`src/rtl/uart_tx_fifo.sv`:
```
// Generic synchronous FIFO used in front of the UART serialiser.
// Latency: a pushed word is visible at rd_dat one cycle after the push edge.
// Backpressure: wr_rdy drops when full; a push while full is ignored even if a pop occurs on that edge.
// Ports: core_clk/rst (sync, active-high), wr_vld/wr_rdy/wr_dat write side,
//        rd_vld/rd_rdy/rd_dat read side (rd_dat = head), count = occupancy.
module fifo #(
  parameter int W  = 8,
  parameter int AW = 2
) (
  input  logic          core_clk,
  input  logic          rst,
  input  logic          wr_vld,
  input  logic [W-1:0]  wr_dat,
  output logic          wr_rdy,
  output logic          rd_vld,
  input  logic          rd_rdy,
  output logic [W-1:0]  rd_dat,
  output logic [AW:0]   count
);
  localparam logic [AW:0] DEPTH = {1'b1, {AW{1'b0}}};

  logic [W-1:0]  mem [2**AW];
  logic [AW-1:0] wptr, rptr;
  logic          push, pop;

  // Full/empty come from the registered count, so a pop on the same edge
  // never makes room for a push that arrived while full.
  assign wr_rdy = (count != DEPTH);
  assign rd_vld = (count != '0);
  assign push   = wr_vld && wr_rdy;
  assign pop    = rd_rdy && rd_vld;
  assign rd_dat = mem[rptr];

  always_ff @(posedge core_clk) begin
    if (rst) begin
      wptr  <= '0;
      rptr  <= '0;
      count <= '0;
    end else begin
      if (push) begin
        mem[wptr] <= wr_dat;
        wptr      <= wptr + 1'b1;
      end
      if (pop) rptr <= rptr + 1'b1;
      count <= count + (AW+1)'(push) - (AW+1)'(pop);
    end
  end
endmodule

// Parametrised UART transmitter (data width, parity, stop bits, divisor) fed by a FIFO.
// Latency: start bit appears 2 cycles after i_DV is driven into an empty idle FIFO; frames run back-to-back.
// Backpressure: o_READY low when the FIFO is full; a word offered then is dropped and o_OVF pulses next cycle.
// Ports: i_CLK, i_RST (sync, active-high), i_DV/i_DATA write strobe and word (LSB first on the line),
//        o_READY, o_OVF, o_COUNT (FIFO occupancy), o_SERIAL (idles high), o_ACTIVE (frame in progress),
//        o_DONE (pulse on the final cycle of the last stop bit).
module uart_tx_fifo #(
  parameter int CLKS_PER_BIT = 87,
  parameter int DATA_BITS    = 8,
  parameter int PARITY       = 0,
  parameter int STOP_BITS    = 1,
  parameter int FIFO_AW      = 2
) (
  input  logic                 i_CLK,
  input  logic                 i_RST,
  input  logic                 i_DV,
  input  logic [DATA_BITS-1:0] i_DATA,
  output logic                 o_READY,
  output logic                 o_OVF,
  output logic [FIFO_AW:0]     o_COUNT,
  output logic                 o_SERIAL,
  output logic                 o_ACTIVE,
  output logic                 o_DONE
);
  if (CLKS_PER_BIT < 2) begin : g_bad_cpb
    $fatal(1, "uart_tx_fifo: CLKS_PER_BIT must be at least 2");
  end
  if (DATA_BITS < 5 || DATA_BITS > 9) begin : g_bad_db
    $fatal(1, "uart_tx_fifo: DATA_BITS must be 5..9");
  end
  if (PARITY < 0 || PARITY > 2) begin : g_bad_par
    $fatal(1, "uart_tx_fifo: PARITY must be 0, 1 or 2");
  end
  if (STOP_BITS != 1 && STOP_BITS != 2) begin : g_bad_stop
    $fatal(1, "uart_tx_fifo: STOP_BITS must be 1 or 2");
  end
  if (FIFO_AW < 1) begin : g_bad_aw
    $fatal(1, "uart_tx_fifo: FIFO_AW must be at least 1");
  end

  localparam int CW = $clog2(CLKS_PER_BIT);
  localparam int BW = $clog2(DATA_BITS);
  localparam logic [CW-1:0] CNT_LAST = CW'(CLKS_PER_BIT - 1);
  localparam logic [CW-1:0] CNT_PRE  = CW'(CLKS_PER_BIT - 2);
  localparam logic [BW-1:0] BIT_LAST = BW'(DATA_BITS - 1);

  typedef enum logic [2:0] {S_IDLE, S_START, S_DATA, S_PARITY, S_STOP} state_t;

  state_t                 state;
  logic [CW-1:0]          baud_cnt;
  logic [BW-1:0]          bit_idx;
  logic                   stop_idx;
  logic [DATA_BITS-1:0]   shift_q;
  logic                   par_q;
  logic                   fifo_vld;
  logic [DATA_BITS-1:0]   fifo_dat;
  logic                   bit_end, stop_last, pop;

  fifo #(.W(DATA_BITS), .AW(FIFO_AW)) u_fifo (
    .core_clk (i_CLK),
    .rst      (i_RST),
    .wr_vld   (i_DV),
    .wr_dat   (i_DATA),
    .wr_rdy   (o_READY),
    .rd_vld   (fifo_vld),
    .rd_rdy   (pop),
    .rd_dat   (fifo_dat),
    .count    (o_COUNT)
  );

  assign bit_end   = (baud_cnt == CNT_LAST);
  assign stop_last = (STOP_BITS == 1) ? 1'b1 : stop_idx;
  // Pop from idle, or at the end of the last stop bit so the next start bit follows with no gap.
  assign pop = fifo_vld && ((state == S_IDLE) ||
                            (state == S_STOP && bit_end && stop_last));

  always_ff @(posedge i_CLK) begin
    if (i_RST) begin
      state    <= S_IDLE;
      baud_cnt <= '0;
      bit_idx  <= '0;
      stop_idx <= 1'b0;
      shift_q  <= '0;
      par_q    <= 1'b0;
      o_SERIAL <= 1'b1;
      o_ACTIVE <= 1'b0;
      o_DONE   <= 1'b0;
      o_OVF    <= 1'b0;
    end else begin
      o_OVF    <= i_DV && !o_READY;
      // Registered pulse: set on the edge that enters the final cycle of the last stop bit.
      o_DONE   <= (state == S_STOP) && stop_last && (baud_cnt == CNT_PRE);
      baud_cnt <= bit_end ? '0 : baud_cnt + 1'b1;

      case (state)
        S_IDLE: begin
          baud_cnt <= '0;
          if (pop) begin
            shift_q  <= fifo_dat;
            state    <= S_START;
            o_SERIAL <= 1'b0;
            o_ACTIVE <= 1'b1;
          end
        end
        S_START: if (bit_end) begin
          // shift_q still holds the whole latched word here.
          par_q    <= (PARITY == 1) ? ~^shift_q : ^shift_q;
          o_SERIAL <= shift_q[0];
          shift_q  <= shift_q >> 1;
          bit_idx  <= '0;
          state    <= S_DATA;
        end
        S_DATA: if (bit_end) begin
          if (bit_idx == BIT_LAST) begin
            if (PARITY != 0) begin
              o_SERIAL <= par_q;
              state    <= S_PARITY;
            end else begin
              o_SERIAL <= 1'b1;
              stop_idx <= 1'b0;
              state    <= S_STOP;
            end
          end else begin
            bit_idx  <= bit_idx + 1'b1;
            o_SERIAL <= shift_q[0];
            shift_q  <= shift_q >> 1;
          end
        end
        S_PARITY: if (bit_end) begin
          o_SERIAL <= 1'b1;
          stop_idx <= 1'b0;
          state    <= S_STOP;
        end
        S_STOP: if (bit_end) begin
          if (!stop_last) begin
            stop_idx <= 1'b1;
          end else if (pop) begin
            shift_q  <= fifo_dat;
            state    <= S_START;
            o_SERIAL <= 1'b0;
          end else begin
            state    <= S_IDLE;
            o_ACTIVE <= 1'b0;
          end
        end
        default: begin
          state    <= S_IDLE;
          o_SERIAL <= 1'b1;
          o_ACTIVE <= 1'b0;
        end
      endcase
    end
  end
endmodule

```
`config.mk`:
```
export PLATFORM = sky130hd
export DESIGN_NAME = uart_tx_fifo
export DESIGN_NICKNAME = d
export VERILOG_FILES = /design/src/rtl/uart_tx_fifo.sv
export SDC_FILE = /design/constraint.sdc
export NUM_CORES = 1
export LEC_CHECK = 0
export CORE_ASPECT_RATIO = 1.75
export CORE_MARGIN = 2
export CORE_UTILIZATION = 30
export DETAILED_ROUTE_END_ITERATION = 8
export PLACE_DENSITY = 0.46
export SETUP_SLACK_MARGIN = 0.2
export SYNTH_ARGS = -nofsm -noshare
export SYNTH_HDL_FRONTEND = slang
export SYNTH_SLANG_ARGS = --single-unit
```
`constraint.sdc`:
```
create_clock -name i_CLK -period 3.56 [get_ports i_CLK]
set_input_delay 0.89 -clock i_CLK [delete_from_list [all_inputs] [get_ports i_CLK]]
set_output_delay 0.89 -clock i_CLK [all_outputs]
set_load 0.05 [all_outputs]
```
==> metrics.md <==
| Metric | Value |
|---|---|
| RSZ-0062 raised after global routing | `false` |
| Fraction of layout cells with a size suffix above 1 | `around 15%` |
| Die span in x | `slightly below 80 µm` |
| H-tree lvl count | `3` |
| Final hold vios | `0` |
| Final Util | `between 30% and 40%` |
| Worst-Skew Late Latency | `~0.33 ns` |
| WL met3 | `~110 µm` |
| Final wirelength | `5434 µm` |
| Primary FF master, synth | `dfxtp_1` |
| Mapped cell area | `2887 µm²` |
| Synth Area in Adders | `5.462%` |
| CP max stage cell | `clkdlybuf4s50_1` |
| DR iter-0 viols | `76` |
| Warning count from the yosys run | `0` |
| Time the worst path needs with I/O delays and setup | `2.739 ns` |
| Syn Inst Count | `between 200 and 250` |
| Cell count along the critical path | `3` |
| Port Buf Inserts | `18` |
| Gr usage total | `11.79%` |
| Layout Skew | `0.004481 ns` |
| TritonCTS sink count | `66` |
| Nets | `273` |
| Post-synthesis sequential area ratio | `56.87%` |
| Syn_nets | `~250` |
| Post-synth EDFFs | `32` |
| Wire length on met2 | `between 3000 and 4000 µm` |
| N_diodes | `0` |
| Metal-1 WL | `2135 µm` |
| CP Max Fanout | `4` |
| Routed length per instance | `14.41 µm` |
| Final ANT Viol Nets | `0` |
| Top layer in use | `met4` |
| CTS Buf Count | `9` |
| Pre-CTS setup slack | `0.9619 ns` |
| Post-synth cell types | `44` |
| Core area | `9409 µm²` |
| Total power | `2.677 mW` |
| I/O pin count | `19` |
| Crit path capture | `o_READY` |
| Worst r2r dst | `u_fifo.count[2]` |
| Fillers | `966` |
| Cell Chain, Critical Path | `inv_1 > nand3_1 > clkdlybuf4s50_1` |
| FF-to-FF Start | `baud_cnt[0]` |
| Ys async rst share | `0%` |
| Die area | `approximately 10000 µm²` |
| Worst-margin pin slew | `0.5763 ns` |
| Flops & latches, synth | `66` |
| Final setup vio count | `0` |
| Status | `completed` |
| Relative slew slack | `61.53%` |
| Crit path max-delay family | `buffers and inverters` |
| Placed cell count | `361` |
| Flop2flop setup slack | `1.00 ns` |
| Final period util | `76.95%` |
| DRC viols | `0` |
| Maximum vdd drop | `0.3129 mV` |
| Routability-driven placement congestion ratio | `~0.65` |
| Mux cell area share after synthesis | `9.016%` |
| Hold path startpoint | `bit_idx[1]` |
| Crit path capture type | `output port` |
| Post-Syn Area per Cell | `12.55 µm²` |
| Simple-gate share of the synthesized area | `around 15%` |
| Antenna violations before repair | `0` |
| Main combinational cell family by area after synthesis | `simple AND/OR/NAND/NOR gates` |
| Hold buffers post-CTS | `0` |
| CTS root buffer | `clkbuf_16` |
| Crit path DAT | `about 1.9 ns` |
| WHS | `approximately 0.46 ns` |
| Largest net degree at the start of global routing | `29` |
| Setup Buffers After CTS | `0` |
| DR vias/cell | `4.645` |
| Synth Area in Compound Gates | `7.542%` |
| CP Data Required Time | `2.67 ns` |
| Via count | `1751` |
| Critical Path Source Type | `flip-flop` |
| DR pass1 iterations | `4` |
| Synth Area in XOR/XNOR | `3.338%` |
| Clock-pin slew on the worst setup and hold paths | `about 0.06 ns` |
| Vias in the first global route | `1907` |
| Critical path class | `flip-flop to output port` |
| Dpl hpwl | `3867 µm` |
| Initial core utilization | `30.68%` |
| Buf+Inv Stages, Crit Path | `2` |
| Final Max Tran Viols | `0` |
| Max incr delay on CP | `0.83 ns` |
| Min-Delay Path Class | `flip-flop to flip-flop` |
| R2R depth | `12` |
| Setup TNS | `0 ns` |
| First-pass GRT wire length | `between 9000 and 10000 µm` |
| Cts repair resizes | `0` |
| Max-cap violations | `0` |
| Fin cells | `377` |
| Dpl cell area | `approximately 3200 µm²` |
| Setup slack after layout | `0.8207 ns` |
| Fmax | `0.3651 GHz` |
| P_leak | `1.181 nW` |
| CTS tree | `yes` |
| Design area | `3480 µm²` |
| Pwr Density | `769.3 nW/µm²` |
| CP Launch Point | `u_fifo.count[1]` |
| DIE HEIGHT | `roughly 130 µm` |
| Area delta synth->final | `20.55%` |
| Clk buf depth | `2` |
| Total grt overflow | `0` |
| Row count | `47` |
==> per-layer routing <==
| layer | up-vias | track usage [%] |
|---|---|---|
| li1 | 872 | - |
| met1 | 851 | 11.98 |
| met2 | 18 | 21.22 |
| met3 | 10 | 2.642 |
| met4 | 0 | 7.602 |
| met5 | - | 0 |
==> kinds of logic (layout without fill, tap and decap cells) <==
logic type | after synthesis | in the layout
xor gates and xnor gates | 11 | 11
muxes | 16 | 16
buffers and inverters | 22 | 47
and+or+nand+nor | 76 | 76
DFF | 66 | 66
AOI/OAI and AO/OA | 27 | 27
adders and majority gates | 12 | 12
==> synth_stat cells, types with 2 or more instances <==
master | n | share of area (%)
a211oi_2 | 7 | 3.0
a21oi_1 | 9 | 1.6
and2_1 | 5 | 1.1
and3_1 | 3 | 0.65
buf_1 | 2 | 0.26
buf_2 | 2 | 0.35
clkbuf_1 | 4 | 0.52
dfxtp_1 | 34 | 24
edfxtp_1 | 32 | 33
ha_1 | 11 | 4.8
inv_1 | 12 | 1.6
mux2i_1 | 8 | 2.8
mux4_2 | 8 | 6.2
nand2_1 | 9 | 1.2
nand3_1 | 9 | 1.6
nor2_1 | 22 | 2.9
nor2_4 | 2 | 0.78
nor2b_1 | 2 | 0.43
nor3_1 | 10 | 1.7
nor3b_1 | 2 | 0.52
nor4_1 | 3 | 0.65
o21ai_0 | 2 | 0.35
or2_2 | 2 | 0.43
xnor2_1 | 7 | 2.1
xor2_1 | 4 | 1.2
==> layout make-up <==
type | count | area (µm²) | share of cell area, %
sequential | 66 | 1642 | 47.18
multi-input combinational | 142 | 1151 | 33.08
timing repair buffer | 19 | 187.7 | 5.394
inverter | 12 | 45.04 | 1.294
tap | 122 | 152.6 | 4.387
clock buffer | 9 | 225.2 | 6.472
clock inverter | 7 | 76.32 | 2.193
==> layout by cell type, fill, tap and decap left out, drive strengths merged, types with 8 or more instances in the layout <==
| cell type | n |
|---|---|
| clkbuf | 9 |
| a21oi | 9 |
| mux4 | 8 |
| nand3 | 9 |
| ha | 11 |
| nand2 | 9 |
| dfxtp | 34 |
| mux2i | 8 |
| a211oi | 8 |
| clkdlybuf4s50 | 18 |
| edfxtp | 32 |
| nor3 | 11 |
| inv | 15 |
| nor2 | 24 |
==> power by group <==
part,switching [mW],total [mW],leakage [nW],internal (mW)
Clock,0.348,0.895,0.144,0.548
Sequential,0.108,1.03,0.569,0.919
Combinational,0.414,0.754,0.468,0.340
==> worst reg2reg max path: stages (launching register included) <==
cell and delay, ns:
dfxtp_1 0.34, inv_1 0.07, ha_1 0.19, nand4bb_4 0.16
or2_2 0.38, a21boi_2 0.20, ha_1 0.14, inv_1 0.04
ha_1 0.19, fa_1 0.37, xnor2_1 0.18, xnor2_1 0.13
nor2_1 0.05
==> how the worst min path moves through the flow <==
stage                             to  slack (ns)  cells past startpoint
after floorplan           bit_idx[1]        0.44                      2
after global placement    bit_idx[2]        0.44                      2
after detailed placement  bit_idx[2]        0.46                      2
after CTS                 bit_idx[2]        0.47                      2
after global routing      bit_idx[0]        0.49                      2
final                     bit_idx[1]        0.46                      2
==> state kept, by name, indices dropped and copies added, names as in the netlist, named ones only <==
signal        flops
baud_cnt          7
shift_q           8
o_SERIAL          1
o_OVF             1
u_fifo.rptr       2
o_ACTIVE          1
state             3
u_fifo.wptr       2
o_DONE            1
u_fifo.mem       32
bit_idx           3
u_fifo.count      3
No activity file was read; power rests on OpenSTA's default activity.
==> edit 1 (same settings) <==
The parameter `PARITY` goes from 0 to 1.
--- a/src/rtl/uart_tx_fifo.sv
+++ b/src/rtl/uart_tx_fifo.sv
@@ -57,5 +57,5 @@
   parameter int CLKS_PER_BIT = 87,
   parameter int DATA_BITS    = 8,
-  parameter int PARITY       = 0,
+  parameter int PARITY       = 1,
   parameter int STOP_BITS    = 1,
   parameter int FIFO_AW      = 2
Formal check against the unedited RTL: no difference found for any inputs over 10 cycles, from zero or initial values and one cycle with i_RST high; that may be too few to reach the edited logic, so the function may still have changed.
==> edit 1 against the original RTL <==
  * Setup slack got worse by 0.10 ns
  * Global-route usage rose by 0.68 points
  * Cell area up 9.2%
  * Sequential share of layout area fell by 3.5 points
  * Utilization shrank 0.077 points
  * Register-to-register slack worse by 0.15 ns
  * Sequential cell count up 1
  * Critical endpoint unchanged
  * Power rose by 5.8%
  * Area after synthesis up 10%
  * Routed wire length up 16%
==> edit 1: results (changes against the original RTL) <==
qor: run_status.run_status finished clean
qor: placed_design.sum_of_net_half_perimeters_after_detailed_placement 4.43 mm [+15%]
qor: finish.multiInputCombCellCount 170 [+20%]
qor: placed_design.place_area 0.00347 mm2 [+9.2%]
qor: finish.num-nets-final 304 [+11%]
qor: power_and_ir_drop.swShare 0.310 [-0.0154]
qor: placed_design.pre_cts_ws 0.841 ns [-0.121 ns]
qor: finish.non_clock_buffer_area_share 0.0553 [+0.00136]
qor: finish.num-nonclk-buffers 22 [+3]
qor: finish.clkCellAreaFrac 0.0869 [+0.000240]
qor: sta.max_freq 352 MHz [-3.6%]
qor: synth.postSynthCellCount 263 [+14%]
qor: global_routing.maximum_number_of_pins_on_one_net_before_global_route_repair 33 [+14%]
qor: synth.seq_area_frac_synth 0.522 [-0.0469]
qor: global_routing.grt.total_usage 0.125 [+0.00676]
qor: sta.hold-worst-slack 0.478 ns [+0.0150 ns]
qor: critical_path.cp.arrival 1.95 ns [+0.10 ns]
qor: finish.antenna_diode_count 0 [unchanged]
qor: detailed_routing.wire_per_inst 15.3 um [+5.8%]
qor: finish.multiInputGateArea 0.00140 mm2 [+22%]
qor: sta.hold_violations 0 [unchanged]
qor: power_and_ir_drop.power_switching 0.877 mW [+0.80%]
qor: synth.synthTopCellsByCount 35 x sky130_fd_sc_hd__dfxtp_1, 32 x sky130_fd_sc_hd__edfxtp_1, 21 x sky130_fd_sc_hd__nor2_1, 12 x sky130_fd_sc_hd__xnor2_1
qor: synth.ffs_w_async_s_r_synth 0 [unchanged]
qor: power_and_ir_drop.cellLeakagePower 1.33 nW [+12%]
qor: global_routing.first_global_vias 2096 [+9.9%]
qor: placed_design.placedCellCount 397 [+10%]
qor: sta.fin_worst_skew 0.00797 ns [+0.00349 ns]
qor: synth.post_synth_edffs 32 [unchanged]
qor: power_and_ir_drop.power_clock 0.992 mW [+11%]
qor: synth.largest_cells_by_area_after_synthesis sky130_fd_sc_hd__edfxtp_1 30%, sky130_fd_sc_hd__dfxtp_1 22%, sky130_fd_sc_hd__mux4_2 5.7%
qor: detailed_routing.dr.first_iter.drc_count 116 [+53%]
qor: finish.layout.cells.non_filler 412 [+9.3%]
qor: critical_path.reg2reg_slack 0.85 ns [-0.15 ns]
qor: placed_design.gp_congestion 0.741 [+13%]
qor: power_and_ir_drop.power_density 745 mW/mm2 [-3.1%]
qor: finish.fillerInstances 1037 [+7.3%]
qor: finish.n_all_inverters 11 [-1]
qor: finish.drive_gt1_frac 0.144 [-0.00908]
qor: synth.yosys.cell_types.count 48 [+9.1%]
qor: finish.area.growth.synth_to_final 19.4%
qor: sta.tightestPinTransition 0.625 ns [+0.0488 ns]
qor: critical_path.max_stage_delay 0.72 ns [-0.11 ns]
qor: detailed_routing.dr_total_vias 1987 [+13%]
qor: finish.seqCellArea 0.00166 mm2 [+1.2%]
qor: finish.flops_and_latches 67 [+1.5%]
qor: synth.mappedNetlistNets 286 [+13%]
qor: power_and_ir_drop.vdd_drop_max 0.303 mV [-3.2%]
qor: power_and_ir_drop.powerComb 0.836 mW [+11%]
qor: global_routing.grt_pass1_wl 10.7 mm [+17%]
==> edit 1: routing by layer <==
layer  wire, um  vias up  share of wire  GRT usage
li1           -      998              -          -
met1       2530      947           0.40      0.144
met2       3440       33           0.55      0.209
met3        191        9          0.030     0.0335
met4        114        0          0.018     0.0579
met5          0        -              0          0
==> edit 1: path summary, 6_finish.rpt <==
kind	start	cells after the start	to
worst max-delay path	u_fifo.count[2]	2	o_READY
worst min-delay path	bit_idx[2]	2	bit_idx[2]
worst max register to register	baud_cnt[0]	13	u_fifo.count[2]
worst min register to register	bit_idx[2]	2	bit_idx[2]
==> edit 1: logic make-up (layout without fill, tap and decap cells) <==
family / count (synthesis) / count (layout) / synth area share
buf+inv: 26 / 48 / 0.0389
mux: 19 / 19 / 0.0919
compound gates: 46 / 46 / 0.120
simple gates: 77 / 77 / 0.134
flops: 67 / 67 / 0.522
fa+ha+maj: 12 / 12 / 0.0495
xor+xnor: 16 / 16 / 0.0440
==> edit 2 (same flow settings) <==
Without the edit above. Re-encode `state_t` (5 states) as one-hot, 5 bits wide.
--- a/src/rtl/uart_tx_fifo.sv
+++ b/src/rtl/uart_tx_fifo.sv
@@ -94,5 +94,5 @@
   localparam logic [BW-1:0] BIT_LAST = BW'(DATA_BITS - 1);
 
-  typedef enum logic [2:0] {S_IDLE, S_START, S_DATA, S_PARITY, S_STOP} state_t;
+  typedef enum logic [4:0] {S_IDLE = 5'b00001, S_START = 5'b00010, S_DATA = 5'b00100, S_PARITY = 5'b01000, S_STOP = 5'b10000} state_t;
 
   state_t                 state;
Function: no difference found for any inputs over 10 cycles, from zero or initial values and one cycle with i_RST high; not proved beyond that.
==> edit 2 against the original RTL <==
  * Routed wire length increased by 4.7%
  * Setup slack worse by 0.26 ns
  * Sequential share of layout area fell by 0.052 points
  * Power rose by 0.28%
  * Area after synthesis increased by 2.6%
  * Maximum frequency is 8.7% lower
  * Cell area up 1.3%
  * Sequential cell count rose by 1
==> edit 2: results (changes against the original RTL) <==
qor: finish.multiInputGateArea 0.00120 mm2 [+4.7%]
qor: global_routing.grt_pass1_wl 9.48 mm [+3.4%]
qor: sta.fin_worst_skew 0.00456 ns [+0.0000810 ns]
qor: finish.seqCellArea 0.00166 mm2 [+1.2%]
qor: run_status.run_status finished clean
qor: clocking.worst_skew_pair.late_latency 0.33 ns [about the same]
qor: placed_design.place_area 0.00326 mm2 [+2.4%]
qor: synth.yosys.area_share.xor_xnor 0.0325 [-0.000832]
qor: finish.n_all_inverters 10 [-2]
qor: synth.largest_cells_by_area_after_synthesis sky130_fd_sc_hd__edfxtp_1 32%, sky130_fd_sc_hd__dfxtp_1 24%, sky130_fd_sc_hd__mux4_2 6.1%
qor: sta.period_needed 3.00 ns [+0.261 ns]
qor: finish.fillerInstances 1008 [+4.3%]
qor: placed_design.gp_congestion 0.735 [+12%]
qor: finish.multiInputCombCellCount 156 [+9.9%]
qor: synth.post_synth_fa_ha_maj_area_fraction 0.0533 [-0.00136]
qor: finish.clkCellAreaFrac 0.0767 [-0.0100]
qor: clocking.clkSinkCount 67 [+1.5%]
qor: synth.synthMuxAreaShare 0.0913 [+0.00113]
qor: finish.drive_gt1_frac 0.134 [-0.0191]
qor: synth.mappedNetlistNets 269 [+6.3%]
qor: detailed_routing.post_drt_via_cell_ratio 4.72 [+1.6%]
qor: synth.ffs_w_async_s_r_synth 0 [unchanged]
qor: finish.multi_input_gate_share_of_the_layout_cell_area 0.342 [+0.0109]
qor: critical_path.critical_path.max_fanout 13 [+9]
qor: synth.seq_area_frac_synth 0.561 [-0.00742]
qor: detailed_routing.dr.first_iter.drc_count 132 [+74%]
qor: detailed_routing.drt_pass1_iterations 4 [unchanged]
qor: global_routing.maximum_number_of_pins_on_one_net_before_global_route_repair 30 [+3.4%]
qor: power_and_ir_drop.cellLeakagePower 1.26 nW [+6.6%]
qor: finish.non_clock_buffer_area_share 0.0554 [+0.00142]
qor: power_and_ir_drop.vdd_drop_max 0.333 mV [+6.3%]
qor: critical_path.reg2reg_slack 0.56 ns [-0.44 ns]
qor: synth.synthTopCellsByCount 35 x sky130_fd_sc_hd__dfxtp_1, 32 x sky130_fd_sc_hd__edfxtp_1, 32 x sky130_fd_sc_hd__nor2_1, 11 x sky130_fd_sc_hd__ha_1
qor: synth.synth_compound_area_frac 0.0862 [+0.0108]
qor: placed_design.pre_cts_ws 0.580 ns [-0.382 ns]
qor: critical_path.cp.arrival 3.21 ns [+1.36 ns]
qor: finish.num-nets-final 287 [+5.1%]
qor: global_routing.grt.total_usage 0.119 [+0.00134]
qor: floorplanning.fp-row-count 48 [+2.1%]
qor: placed_design.sum_of_net_half_perimeters_after_detailed_placement 4.05 mm [+4.7%]
## edit 2: cell count changes after synthesis, sizes merged, moves of 3 or more
cell,unedited run,this run
nor3,11,6
o21ai,2,7
clkbuf,5,10
nor4,4,1
nor2,24,32
or4b,0,3
## edit 2: routing by layer
layer / part of all wire / routed length (um) / GRT usage
met1: 0.40 / 2290 / 0.124
met2: 0.53 / 3020 / 0.207
met4: 0.038 / 217 / 0.0814
met3: 0.028 / 162 / 0.0287
met5: 0 / 0 / 0
## edit 2: worst max-delay path, cell delays in order (launching register included)
cell                      delay, ns
sky130_fd_sc_hd__dfxtp_1       0.52
sky130_fd_sc_hd__or4b_2        0.69
sky130_fd_sc_hd__nor3_1        0.23
sky130_fd_sc_hd__o21ai_0       0.14
sky130_fd_sc_hd__inv_1         0.12
sky130_fd_sc_hd__ha_1          0.23
sky130_fd_sc_hd__inv_1         0.05
sky130_fd_sc_hd__ha_1          0.12
sky130_fd_sc_hd__inv_1         0.05
sky130_fd_sc_hd__fa_1          0.37
sky130_fd_sc_hd__xor2_1        0.16
sky130_fd_sc_hd__xnor2_1       0.15
sky130_fd_sc_hd__nor2_1        0.05
## edit 2: power by group
group          internal, mW  switching, mW
registers             0.924          0.117
logic                 0.372          0.473
clock network         0.466          0.332
total                  1.76          0.922
## edit 2: path summary, 6_finish.rpt
kind,depth (start not counted),from,end
hold reg to reg,2,bit_idx[2],bit_idx[2]
hold / removal,2,bit_idx[2],bit_idx[2]
setup reg to reg,12,state[4],u_fifo.count[2]
setup / recovery,12,state[4],u_fifo.count[2]
## edit 2: per-stage QoR
step / instances / hold slack, ns
floorplan: 246 / 0.436
CTS: 394 / 0.461
global placement: 378 / 0.446
global route: 394 / 0.489
finish: 394 / 0.457
detailed placement: 378 / 0.453
